==> config.mk <==
export PLATFORM = sky130hd
export DESIGN_NAME = small_calc_top
export DESIGN_NICKNAME = d
export VERILOG_FILES = /design/src/rtl/small_calc_pkg.sv /design/src/rtl/small_calc_alu.sv /design/src/rtl/small_calc_top.sv
export SDC_FILE = /design/constraint.sdc
export NUM_CORES = 1
export LEC_CHECK = 0
export BUFFER_PORTS_ARGS = -buffer_cell sky130_fd_sc_hd__buf_2
export CORE_MARGIN = 5
export CORE_UTILIZATION = 51
export CTS_BUF_LIST = sky130_fd_sc_hd__clkbuf_4 sky130_fd_sc_hd__clkbuf_8
export DETAILED_ROUTE_END_ITERATION = 7
export GPL_TIMING_DRIVEN = 0
export PLACE_DENSITY = 0.76
export SLEW_MARGIN = 30
export SYNTH_ARGS = -nofsm -noshare
export SYNTH_HDL_FRONTEND = slang
export SYNTH_SLANG_ARGS = --single-unit
export TNS_END_PERCENT = 30
==> constraint.sdc <==
create_clock -name clk -period 3.4 [get_ports clk]
set_clock_uncertainty 0.05 [all_clocks]
set_input_delay 0.17 -clock clk [delete_from_list [all_inputs] [get_ports clk]]
set_output_delay 0.17 -clock clk [all_outputs]
set_load 0.005 [all_outputs]
==> src/rtl/small_calc_pkg.sv <==
// small_calc_pkg: shared state codes and op encodings for the small calculator
package small_calc_pkg;
  localparam logic [3:0] IDLE = 4'd0;
  localparam logic [3:0] CALC = 4'd2;
  localparam logic [3:0] DONE = 4'd3;
  localparam logic [1:0] OP_ADD = 2'd0;
  localparam logic [1:0] OP_SUB = 2'd1;
  localparam logic [1:0] OP_AND = 2'd2;
  localparam logic [1:0] OP_XOR = 2'd3;
endpackage

==> src/rtl/small_calc_alu.sv <==
// small_calc_alu: combinational 4-bit ALU, all results wrap mod 16
module small_calc_alu
  import small_calc_pkg::*;
(
  input  logic [3:0] a,
  input  logic [3:0] b,
  input  logic [1:0] op,
  output logic [3:0] y
);
  // select one of the four operations; no carry or borrow is kept
  always_comb begin
    y = op == OP_ADD ? a + b :
        op == OP_SUB ? a - b :
        op == OP_AND ? a & b : a ^ b;
  end
endmodule

==> src/rtl/small_calc_top.sv <==
// small_calc_top: three-state calculator that latches operands on go_calc and registers the ALU result
module small_calc_top
  import small_calc_pkg::*;
(
  input  logic       go_calc,
  input  logic       clk,
  input  logic       rst,
  input  logic [1:0] op,
  input  logic [3:0] x,
  input  logic [3:0] y,
  output logic       done,
  output logic [3:0] out,
  output logic [3:0] CS
);
  logic [3:0] state_q, state_d;
  logic [3:0] x_q, x_d, y_q, y_d, out_q, out_d, alu_y;
  logic [1:0] op_q, op_d;
  logic       start;
  small_calc_alu u_alu (
    .a  (x_q),
    .b  (y_q),
    .op (op_q),
    .y  (alu_y)
  );
  // next state, operand capture on an accepted start, result capture leaving CALC
  always_comb begin
    start   = state_q == IDLE && go_calc;
    state_d = state_q == IDLE ? (go_calc ? CALC : IDLE) :
              state_q == CALC ? DONE : IDLE;
    x_d     = start ? x : x_q;
    y_d     = start ? y : y_q;
    op_d    = start ? op : op_q;
    out_d   = state_q == CALC ? alu_y : out_q;
  end
  // all state clears immediately when rst drops
  always_ff @(posedge clk or negedge rst) begin
    if (!rst) begin
      state_q <= IDLE;
      x_q     <= '0;
      y_q     <= '0;
      op_q    <= '0;
      out_q   <= '0;
    end else begin
      state_q <= state_d;
      x_q     <= x_d;
      y_q     <= y_d;
      op_q    <= op_d;
      out_q   <= out_d;
    end
  end
  assign done = state_q == DONE;
  assign out  = out_q;
  assign CS   = state_q;
endmodule

==> flow_summary_export.csv <==
group,metric,value,unit
run_status,status,"finished, final reports clean",
floorplanning,start_util,54.2,%
clock_tree,clkSinkCount,16,
synthesis,syn-instance-count,92,
drt,drtIter0Drc,28,
clock_tree,cts_tree,"yes",
critical_path,slowest_stage,"or4_1",
pwr,pwr-share-clk,11.8,%
critical_path,worst_ep_arrival_time,2.14,ns
timing,relSlewSlack,66.4,%
critical_path,crit_chain,"inv_1 -> ha_1 -> nor2b_1 -> o21a_1 -> or4_1 -> a31oi_1",
finish,post-route-util,64.4,%
clock_tree,clock_tree.root_cell,"clkbuf_4",
timing,period_share,57.9,%
drt,drt-vias-per-instance,5.16,
global_route,grt_pass1_vias,717,
finish,final_cell_mix,"buf_2 (20), dfrtp_1 (16), nand2_1 (11)",
floorplanning,dieArea,0.00279,mm^2
floorplanning,num_io_pins,22,
finish,nets,140,
global_route,grt_first_pass_wirelength,3.16,mm
pwr,p_switching,0.435,mW
placed_design,hpwl,1.46,mm
pwr,netSwitchingFraction,40.9,%
clock_tree,cts_buffers,3,
clock_tree,clockBufferDepth,2,
placed_design,io_buffers,19,
clock_tree,post-cts-setup-buffer-count,0,
global_route,grt_usage,15.9,%
drt,ant_nets,0,
floorplanning,die_w,52.8,um
finish,layout-drive-gt1-share,28.2,%
floorplanning,coreArea,0.00173,mm^2
synthesis,yosysWarnings,0,
drt,wl_per_cell,12.9,um
finish,num_antenna_cells,0,
timing,rsz0062_at_grt,"no",
global_route,grt_max_degree,17,
synthesis,async_reset_ff_share,100,%
critical_path,cp_max_fo,3,
timing,slew_violations,0,
global_route,grt-ovfl-total,0,
pwr,combinationalPowerShare,54.5,%
pwr,internal_power,0.629,mW
pwr,ir_drop,0.000457,V
floorplanning,die-height,52.8,um
synthesis,synth-seq-cells,16,
synthesis,synth_area,936,um^2
pwr,pwr-share-seq,33.6,%
placed_design,gp_congestion,0.774,
pwr,power.density,957,mW/mm^2
drt,firstDrtPassIters,4,
finish,synthToLayoutAreaGrowth,18.9,%
synthesis,ys_types,30,
synthesis,yosysSeqAreaShare,42.8,%
pwr,leakage,0.537,nW
synthesis,post_synth.cell_area_avg,10.2,um^2
drt,remaining_drc_errors,0,
clock_tree,clk_pin_slew,0.09,ns
synthesis,synth-edff-count,0,
timing,fmax,508,MHz
flow_run,drv_cap,0,
drt,wirelength,1.84,mm
critical_path,crit_type,"flip-flop to flip-flop",
worst_hold_path,min_path_type,"primary input to flip-flop",
timing,max_slew.worst_pin.slew,0.501,ns
timing,setup_viol,0,
synthesis,ys.flop_type,"dfrtp_1",
placed_design,post-place-ws,1.47,ns
global_route,antenna_found_initial,0,
timing,setup_ws,1.43,ns
timing,hold_viol,0,
critical_path,critPathRequiredTime,3.57,ns
clock_tree,insertion_delay,0.29,ns
timing,fin_tns_setup,0,ns
clock_tree,htreeDepth,1,
floorplanning,rows,15,
critical_path,cp-end-kind,"flip-flop",
finish,layout_commonest_cell,"buf_2",
drt,routed-via-count,733,
critical_path,crit_path_start_kind,"flip-flop",
critical_path,slowest_delay,0.47,ns
timing,period_minus_slack,1.97,ns
critical path, delay by kind of cell, from the launching register on:
kind                     cells  cell delay (ns)
AND/OR/NAND/NOR              2             0.62
AO/OA/AOI/OAI                2             0.35
buffers and inverters        1             0.12
adder cells (fa/ha/maj)      1             0.35
flip-flops                   1             0.41
synthesized netlist by cell type (2+ instances only):
master / instances / area share, %
nand2_1: 11 / 4.4
buf_4: 2 / 1.6
inv_1: 9 / 3.6
nor3_1: 3 / 1.6
nor2_1: 4 / 1.6
a21oi_1: 3 / 1.6
nor2b_1: 4 / 2.7
fa_1: 2 / 4.3
ha_1: 7 / 9.4
o21ai_0: 8 / 4.3
mux2_2: 5 / 6.0
dfrtp_1: 16 / 43
stage by stage:
step                instances  instance area (um^2)  power [mW]  hold slack [ns]
finish                    142                  1110        1.06           0.0222
floorplan                  93                   940       0.770           -0.176
global route              142                  1110        1.17           0.0252
CTS                       142                  1110        1.07           0.0215
global placement          137                  1070       0.894           0.0492
detailed placement        137                  1070       0.941           0.0494
cell type report:
type                       instances  area, um^2
fill                             158         614
multi-input combinational         64         482
sequential                        16         400
timing repair buffer              20         105
clock buffer                       4        36.3
inverter                           9        33.8
tap                               25        31.3
buffer                             4        23.8
power by group through the flow:
stage	sequential [mW]	combinational, mW	clock [mW]
6_report	0.358	0.580	0.126
5_1_grt	0.372	0.661	0.140
4_1_cts	0.359	0.581	0.129
3_5_place_dp	0.364	0.577	0
3_3_place_gp	0.354	0.540	0
2_1_floorplan	0.352	0.419	0
cell families after synthesis:
logic type / after synthesis / synth area share [%]
AND/OR/NAND/NOR: 29 / 16.2
adder cells (fa/ha/maj): 9 / 13.6
flip-flops: 16 / 42.8
other: 1 / 0.401
AO/OA/AOI/OAI: 17 / 11.0
buffers and inverters: 13 / 6.15
multiplexers: 7 / 9.89
path summary, 6_finish.rpt:
check / from / cells past startpoint / to / slack (ns)
setup / recovery: y_q[1] / 6 / out[3] / 1.43
min in group asynchronous: rst / 2 / CS[1] / 0.26
setup reg to reg: y_q[1] / 6 / out[3] / 1.43
hold / removal: y[2] / 3 / y_q[2] / 0.02
max in group asynchronous: rst / 2 / y_q[1] / 2.79
hold reg to reg: out[1] / 2 / out[1] / 0.43
repair_timing:
action                                 CTS  global route
endpoints found under the hold margin   16             0
gates resized for setup                  0             0
hold buffers                             1             0
flip-flops by register name, summed over array words and instances, names as in the netlist:
register	flops
CS	2
op_q	2
out	4
x_q	4
y_q	4
routing by layer:
| metal | GRT usage, % | part of all wire (%) | vias up | wire length (um) |
|---|---|---|---|---|
| li1 | - | - | 361 | - |
| met1 | 19.0 | 42 | 340 | 773 |
| met2 | 27.3 | 49 | 27 | 901 |
| met3 | 2.56 | 6.4 | 5 | 118 |
| met4 | 7.66 | 2.4 | 0 | 44 |
| met5 | 0 | 0 | - | 0 |
Power figures use the tool's default switching activity.
